--- src/rtl/pinred_pkg.sv ---
// Shared type tags, default widths and width helpers for the pin-reduced
// memory deserializer. PINRED_PARITY_EN enables the per-word parity bit.
package pinred_pkg;

  typedef enum logic [1:0] {
    DT_IDLE  = 2'd0,
    DT_ROMA  = 2'd1,
    DT_SRAMA = 2'd2,
    DT_SRAMD = 2'd3
  } dtype_t;

  localparam int ROM_AW_DEF  = 7;
  localparam int SRAM_AW_DEF = 10;
  localparam int DW_DEF      = 8;

  function automatic int max3(input int a, input int b, input int c);
    int m;
    m = (a > b) ? a : b;
    return (m > c) ? m : c;
  endfunction

  // Wide enough to hold the parity-bit position (count == width) as well.
  function automatic int cnt_width(input int max_w);
    return $clog2(max_w) + 1;
  endfunction

endpackage

--- src/rtl/pinred_shift_chan.sv ---
// One deserializer channel: MSB-first shift register, bit counter, commit
// and abort handling. With PINRED_PARITY_EN each word carries a trailing
// even-parity bit and a bad word is dropped.
module pinred_shift_chan #(
  parameter int W  = 8,
  parameter int CW = 4
) (
  input  logic         clk,
  input  logic         reset,
  input  logic         shift_en,
  input  logic         clear,
  input  logic         ser,
  output logic [W-1:0] word,
  output logic         busy,
  output logic         commit,
  output logic         perr
);

`ifdef PINRED_PARITY_EN
  localparam int LAST = W;
`else
  localparam int LAST = W - 1;
`endif

  logic [W-1:0]  shreg;
  logic [W-1:0]  shifted;
  logic [W-1:0]  word_next;
  logic [CW-1:0] cnt;
  logic          last_bit;

  assign shifted  = {shreg[W-2:0], ser};
  assign last_bit = shift_en && (cnt == CW'(LAST));
  assign busy     = (cnt != '0);

`ifdef PINRED_PARITY_EN
  // The data bits are already in shreg when the parity bit arrives.
  logic parity_ok;
  assign parity_ok = ~(^shreg ^ ser);
  assign word_next = shreg;
  assign commit    = last_bit & parity_ok;
  assign perr      = last_bit & ~parity_ok;
`else
  assign word_next = shifted;
  assign commit    = last_bit;
  assign perr      = 1'b0;
`endif

  always_ff @(posedge clk) begin
    if (reset) begin
      shreg <= '0;
      cnt   <= '0;
      word  <= '0;
    end else if (clear) begin
      shreg <= '0;
      cnt   <= '0;
    end else if (shift_en) begin
      if (last_bit) begin
        shreg <= '0;
        cnt   <= '0;
        if (commit) begin
          word <= word_next;
        end
      end else begin
        shreg <= shifted;
        cnt   <= cnt + 1'b1;
      end
    end
  end

endmodule

--- src/rtl/pinred_mem_deser.sv ---
// Receive-side deserializer for the pin-reduced memory interface: three
// shift channels, abort detection and SRAM address/data write pairing.
// Optional per-word parity checking is enabled by PINRED_PARITY_EN.
module pinred_mem_deser
  import pinred_pkg::*;
#(
  parameter int ROM_AW  = ROM_AW_DEF,
  parameter int SRAM_AW = SRAM_AW_DEF,
  parameter int DW      = DW_DEF
) (
  input  logic               clk,
  input  logic               reset,
  input  logic               ser_i,
  input  logic [1:0]         dtype_i,
  output logic [ROM_AW-1:0]  rom_a_o,
  output logic               rom_a_vld_o,
  output logic [SRAM_AW-1:0] sram_a_o,
  output logic [DW-1:0]      sram_d_o,
  output logic               mem_we_n_o,
  output logic               frame_err_o,
  output logic               parity_err_o
);

  localparam int CW = cnt_width(max3(ROM_AW, SRAM_AW, DW));

  dtype_t     dt;
  logic [2:0] sel;
  logic [2:0] busy;
  logic [2:0] clear;
  logic [2:0] commit;
  logic [2:0] perr;
  logic       any_sel;
  logic       a_pend;
  logic       d_pend;
  logic       fire;

  assign dt      = dtype_t'(dtype_i);
  assign sel[0]  = (dt == DT_ROMA);
  assign sel[1]  = (dt == DT_SRAMA);
  assign sel[2]  = (dt == DT_SRAMD);
  assign any_sel = (dt != DT_IDLE);

  // A busy channel is aborted when a different non-idle tag shows up.
  assign clear = {3{any_sel}} & ~sel & busy;
  assign fire  = a_pend & d_pend;

  pinred_shift_chan #(.W(ROM_AW), .CW(CW)) u_rom_chan (
    .clk      (clk),
    .reset    (reset),
    .shift_en (sel[0]),
    .clear    (clear[0]),
    .ser      (ser_i),
    .word     (rom_a_o),
    .busy     (busy[0]),
    .commit   (commit[0]),
    .perr     (perr[0])
  );

  pinred_shift_chan #(.W(SRAM_AW), .CW(CW)) u_sram_a_chan (
    .clk      (clk),
    .reset    (reset),
    .shift_en (sel[1]),
    .clear    (clear[1]),
    .ser      (ser_i),
    .word     (sram_a_o),
    .busy     (busy[1]),
    .commit   (commit[1]),
    .perr     (perr[1])
  );

  pinred_shift_chan #(.W(DW), .CW(CW)) u_sram_d_chan (
    .clk      (clk),
    .reset    (reset),
    .shift_en (sel[2]),
    .clear    (clear[2]),
    .ser      (ser_i),
    .word     (sram_d_o),
    .busy     (busy[2]),
    .commit   (commit[2]),
    .perr     (perr[2])
  );

  // A commit landing on the same edge as the pair clear keeps its flag.
  always_ff @(posedge clk) begin
    if (reset) begin
      rom_a_vld_o  <= 1'b0;
      frame_err_o  <= 1'b0;
      parity_err_o <= 1'b0;
      mem_we_n_o   <= 1'b1;
      a_pend       <= 1'b0;
      d_pend       <= 1'b0;
    end else begin
      rom_a_vld_o  <= commit[0];
      frame_err_o  <= |clear;
      parity_err_o <= |perr;
      mem_we_n_o   <= ~fire;
      a_pend       <= commit[1] | (a_pend & ~fire);
      d_pend       <= commit[2] | (d_pend & ~fire);
    end
  end

endmodule

--- config.mk ---
export PLATFORM = sky130hd
export DESIGN_NAME = pinred_mem_deser
export DESIGN_NICKNAME = d
export VERILOG_FILES = /design/src/rtl/pinred_pkg.sv /design/src/rtl/pinred_shift_chan.sv /design/src/rtl/pinred_mem_deser.sv
export SDC_FILE = /design/constraint.sdc
export NUM_CORES = 1
export LEC_CHECK = 0
export CORE_MARGIN = 3
export CORE_UTILIZATION = 55
export DETAILED_ROUTE_END_ITERATION = 8
export PLACE_DENSITY_LB_ADDON = 0.1
export SYNTH_ARGS = -nofsm -noshare
export SYNTH_HDL_FRONTEND = slang
export SYNTH_SLANG_ARGS = --single-unit
--- constraint.sdc ---
create_clock -name clk -period 3.7 [get_ports clk]
set_input_delay 0.74 -clock clk [delete_from_list [all_inputs] [get_ports clk]]
set_output_delay 0.74 -clock clk [all_outputs]
set_load 0.02 [all_outputs]
==> flow_summary.json, run 1 <==
{
  "via_count_of_the_first_global_routing_pass": 2096,
  "synthMuxAreaShare_pct": 2.842,
  "synth_simple_gate_area_share_pct": 19.67,
  "yosysWarningCount": 0,
  "start_kind": "input pin",
  "most_instantiated_flip_flop_cell_in_the_synthesis_netlist": "sky130_fd_sc_hd__dfxtp_1",
  "die_area_um2": 6018,
  "detail_route.first_pass.iterations": 4,
  "setup.worst_path.class": "input pin to flop",
  "min_path_cells": 1,
  "async_flop_share_pct": 0,
  "top_level_ports": 34,
  "synth_enable_flop_cells": 0,
  "cts.hold.buffers_added": 0,
  "floorplan.die.height_um": 77.58,
  "cts_tree": "done",
  "crit_path_end_kind": "flop",
  "report.power.total_mw": 1.494,
  "ant_nets": 0,
  "worst-r2r-cell-count": 4,
  "synthesis.nets": 335,
  "hold_path.class": "flop to flop",
  "slowest_stage_delay_on_critical_path_ns": 0.55,
  "path_cells": "clkdlybuf4s50_1, inv_1, ha_1, inv_1, nor2_1, o21a_1",
  "swShare_pct": 23.61,
  "dominant_combinational_cell_family_by_area_after_synthesis": "simple AND/OR/NAND/NOR gates",
  "final.setup.tns_ns": 0,
  "clock_skew_ns": 0.006131,
  "fin_area_um2": 3390,
  "avgViaCountPerCell": 5.566,
  "synth_area_leaders": "sky130_fd_sc_hd__dfxtp_1 (48%), sky130_fd_sc_hd__a21oi_1 (8.0%), sky130_fd_sc_hd__nand3_1 (6.7%), sky130_fd_sc_hd__ha_1 (5.3%), sky130_fd_sc_hd__mux2i_1 (2.8%)",
  "cts.htree.levels": 3,
  "period_needed_ns": 2.540,
  "via_count": 2310,
  "layout_worst_path_cycle_share_pct": 68.66,
  "total_leakage_power_nw": 1.160,
  "switchingPower_mw": 0.3527,
  "synthesized_area_fraction_occupied_by_xor_and_xnor_cells_pct": 3.108,
  "remaining_design_rule_violation_count": 0,
  "fillers": 399,
  "drive_gt1_share_pct": 9.483,
  "fmax_mhz": 393.6,
  "grt_usage_pct": 19.71,
  "ctsLongestPathBuffers": 2,
  "synth.avg_cell_area_um2": 8.861,
  "gp_congestion": 0.7735,
  "initial_util_pct": 58.12,
  "placed_cell_area_um2": 3166,
  "layout.nets": 360,
  "rsz0062_at_grt": "no",
  "clock_power_share_pct": 45.4,
  "synth_cells": 318,
  "postCtsResizedCells": 0,
  "cts_inserted_buffers": 9,
  "cp_data_required_time_ns": 3.99,
  "yosys.cell_types.count": 36,
  "post_cts_setup_bufs": 0,
  "design.core.area_um2": 4848,
  "p_int_mw": 1.141,
  "cts_root_buf": "sky130_fd_sc_hd__clkbuf_8",
  "power_density_nw_per_um2": 440.6,
  "timing.critical_path.mode_cell": "sky130_fd_sc_hd__inv_1",
  "yosys.area.top_type": "sky130_fd_sc_hd__dfxtp_1",
  "critical_path.max_fanout": 22,
  "buffer_ports.inserted": 32,
  "power.sequential.fraction_pct": 49.2,
  "timing.critical_path.arrival_ns": 2.83,
  "number_of_drc_markers_in_iteration_0": 118,
  "setup_slack_ns": 1.160,
  "insertedDiodeCount": 0,
  "power.share.combinational_pct": 5.5,
  "drv.max_cap_violation_count": 0,
  "max_slew.worst_pin.slew_ns": 0.8521,
  "wl_per_cell_um": 13.96,
  "preCtsSetupSlack_ns": 0.8160,
  "stdcell_count": 415,
  "complex_gate_fraction_of_the_synthesized_area_pct": 16.25,
  "post-synth-top-count-cell": "sky130_fd_sc_hd__dfxtp_1",
  "ys_ff_latch": 67,
  "max_slew_margin_pct": 42.87,
  "total_wirelength_um": 5795,
  "syn_to_final_growth_pct": 20.29,
  "vdd_ir_drop_max_uv": 265.6,
  "die-width_um": 77.58,
  "status": "complete, no violations",
  "rows": 25,
  "clkTransAtPathRegs_ns": 0.07,
  "cpMaxStageDelayCell": "sky130_fd_sc_hd__ha_1",
  "maximum_number_of_pins_on_one_net_before_global_route_repair": 23,
  "syn_area_um2": 2818,
  "post_synth_fa_ha_maj_area_fraction_pct": 5.329,
  "dpl.hpwl_um": 3827,
  "clock_insertion_delay_at_the_later_pin_of_the_skew_report_ns": 0.34,
  "ys_seq_area_share_pct": 47.60,
  "synth_top_area_share_pct": 47.60,
  "placed_cells": 399,
  "numClockSinks": 67,
  "grt_overflow": 0,
  "number_of_antenna_violations_at_the_first_check_in_global_routing": 0,
  "hold_viol_final": 0,
  "synth.cells.most_frequent": "sky130_fd_sc_hd__dfxtp_1 (67), sky130_fd_sc_hd__a21oi_1 (45), sky130_fd_sc_hd__nand3_1 (38), sky130_fd_sc_hd__clkbuf_1 (20), sky130_fd_sc_hd__o21ai_0 (16)",
  "slew_violations": 0,
  "timing.final.setup_violations": 0,
  "first_pass_grt_wire_length_um": 9487
}
## kinds of logic (layout without fill, tap and decap cells)
group | count (synthesis) | in the layout
xor gates and xnor gates | 10 | 10
muxes | 8 | 8
other | 1 | 1
and+or+nand+nor | 101 | 101
adders and majority gates | 12 | 12
DFF | 67 | 67
AOI/OAI and AO/OA | 84 | 84
buffers and inverters | 35 | 65
## layer usage
layer	share of wire (%)	global-route usage (%)	vias to the layer above
met3	3.8	7.425	11
met1	46	23.51	1100
li1	-	-	1157
met2	48	32.21	42
met4	1.4	7.473	0
met5	0	0	-
## worst paths after layout
kind                                                   startpoint                    end  slack (ns)
worst min register to register                  d_pend$_SDFF_PP0_  mem_we_n_o$_SDFF_PP1_        0.41
worst max-delay path                                   dtype_i[0]      a_pend$_SDFF_PP0_        1.16
worst min-delay path                            d_pend$_SDFF_PP0_  mem_we_n_o$_SDFF_PP1_        0.41
worst max register to register  u_sram_a_chan.cnt[0]$_SDFFE_PP0N_      a_pend$_SDFF_PP0_        1.38
## final cells by class
type | count | area, um^2 | area share, %
Timing Repair Buffer | 38 | 365.4 | 10.78
Clock inverter | 7 | 100.1 | 2.953
Multi-Input combinational cell | 216 | 1334 | 39.35
Inverter | 11 | 41.29 | 1.218
Sequential cell | 67 | 1341 | 39.57
Tap cell | 67 | 83.83 | 2.473
Clock buffer | 9 | 123.9 | 3.654
## power groups by stage
stage / clock [mW] / combinational, mW / sequential, mW
2_1_floorplan: 0 / 0.0597 / 0.751
3_3_place_gp: 0 / 0.0800 / 0.751
3_5_place_dp: 0 / 0.0818 / 0.751
4_1_cts: 0.691 / 0.0819 / 0.734
5_1_grt: 0.726 / 0.0890 / 0.735
6_report: 0.678 / 0.0818 / 0.734
## worst max-delay path: cells and delay by family
family,cells,cell delay (ns)
AOI/OAI and AO/OA,1,0.18
adders and majority gates,1,0.55
buffers and inverters,3,1.02
and+or+nand+nor,1,0.33
## through the flow
step	utilization (%)	hold slack (ns)
floorplan	-	0.3766
global placement	65.29	0.3904
detailed placement	65.29	0.3996
CTS	69.91	0.4187
global route	69.91	0.4345
finish	69.91	0.4149
## cells in the final DEF, fill, tap and decap left out, drive strengths merged
master,instances
mux2i,8
conb,1
nor4bb,2
nor2b,2
nor4b,1
dfxtp,67
xor2,9
o21a,2
a21o,1
and3,1
nor2,18
nor3,5
nand4bb,2
ha,12
nand2,14
clkbuf,9
o21ai,25
inv,13
nand3,38
a22oi,1
buf,6
clkdlybuf4s50,32
clkinvlp,3
o211ai,8
a21oi,45
nand4,6
or3,1
a221o,1
xnor2,1
nand2b,8
or4b,2
bufinv,2
or2,1
o31ai,1
## sequential cells by signal, indices dropped and copies added, names as in the netlist
name / count
u_sram_d_chan.cnt: 5
u_rom_chan.shreg: 6
a_pend: 1
u_sram_a_chan.word: 10
u_rom_chan.word: 7
u_rom_chan.cnt: 5
u_sram_a_chan.shreg: 9
rom_a_vld_o: 1
u_sram_d_chan.shreg: 7
frame_err_o: 1
d_pend: 1
u_sram_d_chan.word: 8
u_sram_a_chan.cnt: 5
mem_we_n_o: 1
No activity file was read; power rests on OpenSTA's default activity.
==> run 2: changes to the inputs <==
==> constraint.sdc (replaced) <==
create_clock -name clk -period 2.55 [get_ports clk]
set_input_delay 0.51 -clock clk [delete_from_list [all_inputs] [get_ports clk]]
set_output_delay 0.51 -clock clk [all_outputs]
set_load 0.02 [all_outputs]
==> run 2 against run 1 <==
Against the previous run: routed wire length decreased by 2.2%; highest routed layer unchanged; combinational power increased by 52%; die area unchanged; register-to-register slack got worse by 0.66 ns; critical endpoint is now u_rom_chan.shreg[5]$_SDFFE_PP0N_.
==> flow_summary.json, run 2 (synthesis results as in run 1) <==
{
  "cts.hold.buffers_added": 0,
  "gp_congestion": 0.8164,
  "layout_commonest_cell": "sky130_fd_sc_hd__dfxtp_1",
  "remaining_design_rule_violation_count": 0,
  "max_slew_margin_pct": 62.23,
  "hold_path.class": "flop to flop",
  "die-width_um": 77.58,
  "postCtsResizedCells": 0,
  "layout.nets": 365,
  "drv.max_cap_violation_count": 0,
  "largest_register_ffs": 10,
  "via_count_of_the_first_global_routing_pass": 2174,
  "layout.core_utilization_pct": 70.06,
  "status": "complete, no violations",
  "initial_util_pct": 58.12,
  "cts_tree": "done",
  "numClockSinks": 67,
  "cts.htree.levels": 3,
  "fmax_mhz": 478.3,
  "first_pass_grt_wire_length_um": 9984,
  "number_of_drc_markers_in_iteration_0": 178,
  "via_count": 2309,
  "start_kind": "input pin",
  "maximum_number_of_pins_on_one_net_before_global_route_repair": 23,
  "total_wirelength_um": 5669,
  "ctsLongestPathBuffers": 2,
  "setup.worst_path.class": "input pin to flop",
  "power_density_nw_per_um2": 600.6,
  "slew_violations": 0,
  "critical_path.max_fanout": 13,
  "period_needed_ns": 2.091,
  "final.setup.tns_ns": 0,
  "clock_insertion_delay_at_the_later_pin_of_the_skew_report_ns": 0.33,
  "top_level_ports": 34,
  "crit_path_end_kind": "flop",
  "layout_worst_path_cycle_share_pct": 81.99,
  "placed_cells": 404,
  "floorplan.die.height_um": 77.58,
  "timing.final.setup_violations": 0,
  "total_leakage_power_nw": 1.179,
  "design.core.area_um2": 4848,
  "avgViaCountPerCell": 5.498,
  "report.power.total_mw": 2.040,
  "die_area_um2": 6018,
  "setup.reg_to_reg.worst_slack_ns": 0.72,
  "cp_data_required_time_ns": 2.75,
  "clock_skew_ns": 0.004414,
  "hold_viol_final": 0,
  "rsz0062_at_grt": "no",
  "timing.critical_path.arrival_ns": 2.29,
  "cts_inserted_buffers": 9,
  "buffer_ports.inserted": 32,
  "insertedDiodeCount": 0,
  "cts_root_buf": "sky130_fd_sc_hd__clkbuf_8",
  "post_cts_setup_bufs": 0,
  "fillers": 414,
  "grt_overflow": 0,
  "wl_per_cell_um": 13.50,
  "stdcell_count": 420,
  "detail_route.first_pass.iterations": 4,
  "ant_nets": 0,
  "dpl.hpwl_um": 3912,
  "max_slew.worst_pin.slew_ns": 0.5665,
  "number_of_antenna_violations_at_the_first_check_in_global_routing": 0,
  "most_flop_heavy_register": "u_sram_a_chan.word",
  "rows": 25,
  "clkTransAtPathRegs_ns": 0.07,
  "largest_registers": "u_sram_a_chan.word x10, u_sram_a_chan.shreg x9, u_sram_d_chan.word x8",
  "drive_gt1_share_pct": 10.48,
  "vdd_ir_drop_max_uv": 387.6,
  "grt_usage_pct": 20.53,
  "final_cell_mix": "sky130_fd_sc_hd__dfxtp_1 (67), sky130_fd_sc_hd__a21oi_1 (45), sky130_fd_sc_hd__nand3_1 (38), sky130_fd_sc_hd__clkdlybuf4s50_1 (32), sky130_fd_sc_hd__o21ai_0 (16)",
  "syn_to_final_growth_pct": 20.56
}
## run 2: area by class of cell
class                      count  area [um^2]  share of cell area, %
sequential                    67         1341                  39.48
timing repair buffer          43        402.9                  11.86
clock buffer                  11        141.4                  4.162
multi-input combinational    216         1334                  39.26
tap                           67        83.83                  2.468
inverter                      11        41.29                  1.215
clock inverter                 5        52.55                  1.547
## run 2: per-layer routing
| layer | track usage (%) | part of all wire, % | wire length, um | vias up |
|---|---|---|---|---|
| li1 | - | - | - | 1171 |
| met1 | 25.62 | 47 | 2678 | 1083 |
| met2 | 33.07 | 48 | 2702 | 45 |
| met3 | 5.684 | 3.2 | 183 | 10 |
| met4 | 9.075 | 1.8 | 104 | 0 |
| met5 | 0 | 0 | 0 | - |
## run 2: worst max-delay path, cell delays in order
cell and delay (ns):
sky130_fd_sc_hd__clkdlybuf4s50_1 0.52, sky130_fd_sc_hd__inv_1 0.08, sky130_fd_sc_hd__ha_1 0.19, sky130_fd_sc_hd__buf_4 0.20, sky130_fd_sc_hd__nor2_1 0.16, sky130_fd_sc_hd__a221o_1 0.54, sky130_fd_sc_hd__nor2_1 0.10
## run 2: power breakdown
part,total (mW),switching [mW],leakage (nW),internal [mW]
Combinational,0.124,0.0771,0.539,0.0464
Sequential,1.07,0.00930,0.541,1.06
Clock,0.851,0.378,0.0991,0.473
## run 2: path summary, 6_finish.rpt
kind,startpoint,endpoint,cells after the start
worst max-delay path,dtype_i[1],u_rom_chan.shreg[5]$_SDFFE_PP0N_,7
worst min-delay path,d_pend$_SDFF_PP0_,mem_we_n_o$_SDFF_PP1_,1
worst max register to register,u_rom_chan.cnt[0]$_SDFFE_PP0N_,u_rom_chan.cnt[0]$_SDFFE_PP0N_,5
worst min register to register,d_pend$_SDFF_PP0_,mem_we_n_o$_SDFF_PP1_,1
## run 2: through the flow
stage	hold WS [ns]	worst slack, ns	instance area [um^2]
6_report	0.4121	0.4593	3397
5_1_grt	0.4458	0.3195	3397
3_5_place_dp	0.3935	0.1102	3203
4_1_cts	0.4143	0.4719	3397
3_3_place_gp	0.3905	0.1866	3203
2_1_floorplan	0.3766	0.7225	2818
==> run 3: changes to the inputs <==
==> constraint.sdc (replaced) <==
create_clock -name clk -period 2.1 [get_ports clk]
set_input_delay 0.42 -clock clk [delete_from_list [all_inputs] [get_ports clk]]
set_output_delay 0.42 -clock clk [all_outputs]
set_load 0.02 [all_outputs]
==> run 3 against run 2 <==
Against the previous run: largest cell class unchanged; count of clock-buffer cells in the layout rose by 1; critical endpoint is now u_rom_chan.word[2]$_SDFFE_PP0P_; first-iteration DRC count fell by 17%; hold slack improved by 0.0016 ns; critical path type unchanged; non-clock buffer count rose by 6.
==> flow_summary.json, run 3 (synthesis results as in run 1) <==
{
  "status": "complete, no violations",
  "slew_violations": 0,
  "regToRegStartpoint": "u_rom_chan.cnt[0]$_SDFFE_PP0N_",
  "setup.worst_path.class": "input pin to flop",
  "cts_inserted_buffers": 9,
  "most_flop_heavy_register": "u_sram_a_chan.word",
  "cp_delay_by_family_top": "buffers and inverters",
  "cts.htree.levels": 3,
  "power_density_nw_per_um2": 730.6,
  "avgViaCountPerCell": 5.385,
  "cts.hold.buffers_added": 0,
  "number_of_antenna_violations_at_the_first_check_in_global_routing": 0,
  "stdcell_count": 426,
  "first_pass_grt_wire_length_um": 9922,
  "layout_commonest_cell": "sky130_fd_sc_hd__dfxtp_1",
  "p_int_mw": 1.959,
  "cts_root_buf": "sky130_fd_sc_hd__clkbuf_8",
  "worst-r2r-cell-count": 6,
  "cts_tree": "done",
  "floorplan.die.height_um": 77.58,
  "fmax_mhz": 573.6,
  "wl_per_cell_um": 13.33,
  "hold_viol_final": 0,
  "cp_data_required_time_ns": 2.32,
  "final_cell_mix": "sky130_fd_sc_hd__dfxtp_1 (67), sky130_fd_sc_hd__a21oi_1 (45), sky130_fd_sc_hd__nand3_1 (38), sky130_fd_sc_hd__clkdlybuf4s50_1 (32), sky130_fd_sc_hd__buf_4 (17)",
  "clock_insertion_delay_at_the_later_pin_of_the_skew_report_ns": 0.33,
  "worst_hold_path.endpoint": "mem_we_n_o$_SDFF_PP1_",
  "numClockSinks": 67,
  "postCtsResizedCells": 0,
  "layout_worst_path_cycle_share_pct": 83.01,
  "hold_path.class": "flop to flop",
  "setup.reg_to_reg.worst_slack_ns": 0.37,
  "placed_cells": 410,
  "drv.max_cap_violation_count": 0,
  "total_wirelength_um": 5678,
  "via_count": 2294,
  "cpMaxStageDelayCell": "sky130_fd_sc_hd__clkdlybuf4s50_1",
  "period_needed_ns": 1.743,
  "maximum_number_of_pins_on_one_net_before_global_route_repair": 19,
  "final.setup.tns_ns": 0,
  "fillers": 380,
  "slowest_stage_delay_on_critical_path_ns": 0.45,
  "top_level_ports": 34,
  "layout.nets": 371,
  "drive_gt1_share_pct": 11.98,
  "clock_power_share_pct": 42.4,
  "remaining_design_rule_violation_count": 0,
  "clkTransAtPathRegs_ns": 0.07,
  "max_slew.worst_pin.slew_ns": 0.5774,
  "syn_to_final_growth_pct": 22.51,
  "min_path_cells": 1,
  "total_leakage_power_nw": 1.216,
  "swShare_pct": 22.31,
  "largest_register_ffs": 10,
  "rsz0062_at_grt": "no",
  "switchingPower_mw": 0.5628,
  "crit_path_end_kind": "flop",
  "ant_nets": 0,
  "max_slew_margin_pct": 61.50,
  "detail_route.first_pass.iterations": 4,
  "dpl.hpwl_um": 3978,
  "hp-start": "d_pend$_SDFF_PP0_",
  "timing.critical_path.arrival_ns": 1.97,
  "initial_util_pct": 58.12,
  "grt_usage_pct": 20.55,
  "timing.final.setup_violations": 0,
  "gp_congestion": 0.7984,
  "start_kind": "input pin",
  "via_count_of_the_first_global_routing_pass": 2149,
  "power.sequential.fraction_pct": 51.3,
  "die-width_um": 77.58,
  "die_area_um2": 6018,
  "design.core.area_um2": 4848,
  "power.share.combinational_pct": 6.3,
  "number_of_drc_markers_in_iteration_0": 147,
  "vdd_ir_drop_max_uv": 670.5,
  "r2r_end": "u_rom_chan.cnt[3]$_SDFFE_PP0N_",
  "critical_path.max_fanout": 8,
  "largest_registers": "u_sram_a_chan.word x10, u_sram_a_chan.shreg x9, u_sram_d_chan.word x8",
  "path_cells": "clkdlybuf4s50_1, inv_1, ha_1, buf_4, nand4bb_1, o21ai_0, a21oi_1",
  "rows": 25,
  "clock_skew_ns": 0.004913,
  "insertedDiodeCount": 0,
  "critical_path.n_buffers_inverters": 3,
  "buffer_ports.inserted": 32,
  "post_cts_setup_bufs": 0,
  "grt_overflow": 0,
  "ctsLongestPathBuffers": 2
}
==> run 3: changes by cell type in the layout (fill, tap and decap cells not counted), sizes merged <==
cell / change
clkbuf: +1
buf: +6
clkinvlp: -1
==> run 3: power by group through the flow <==
stage	Clock [mW]	Combinational, mW	Sequential (mW)
floorplan	0	0.105	1.32
global placement	0	0.157	1.32
detailed placement	0	0.158	1.32
CTS	1.10	0.159	1.29
global route	1.16	0.174	1.29
finish	1.07	0.159	1.29
==> run 3: through the flow <==
step                cell area (um^2)  setup slack (ns)  power, mW  utilization [%]  hold WS, ns
floorplan                       2818            0.3625      1.428                -       0.3766
global placement                3248           0.09157      1.479            66.99       0.3945
detailed placement              3248           0.02009      1.480            66.99       0.3947
CTS                             3452            0.3597      2.549            71.20       0.4173
global route                    3452            0.1715      2.633            71.20       0.4398
finish                          3452            0.3568      2.522            71.20       0.4137
==> run 3: area by class of cell <==
| type | count | area [um^2] | area share (%) |
|---|---|---|---|
| flip-flops and latches | 67 | 1341 | 38.85 |
| multi-input cells | 216 | 1334 | 38.64 |
| repair buffers | 49 | 447.9 | 12.98 |
| clock buffers | 12 | 155.1 | 4.494 |
| well taps | 67 | 83.83 | 2.428 |
| clock inverters | 4 | 48.80 | 1.414 |
| inverters | 11 | 41.29 | 1.196 |
==> run 3: routing by layer <==
metal	share of wire, %	track usage, %	vias up
met5	0	0	-
met4	1.8	9.786	0
met3	3.7	4.292	9
met2	50	33.85	48
met1	45	25.62	1058
li1	-	-	1179
==> run 3: how the worst max path moves through the flow <==
stage	from	end	cells past startpoint
5_1_grt	dtype_i[1]	u_rom_chan.word[0]$_SDFFE_PP0P_	7
2_1_floorplan	dtype_i[0]	u_sram_a_chan.cnt[0]$_SDFFE_PP0N_	6
6_report	dtype_i[1]	u_rom_chan.word[2]$_SDFFE_PP0P_	7
4_1_cts	u_rom_chan.cnt[0]$_SDFFE_PP0N_	u_rom_chan.cnt[2]$_SDFFE_PP0N_	6
3_5_place_dp	dtype_i[1]	u_rom_chan.word[4]$_SDFFE_PP0P_	7
3_3_place_gp	dtype_i[0]	u_sram_d_chan.cnt[3]$_SDFFE_PP0P_	6
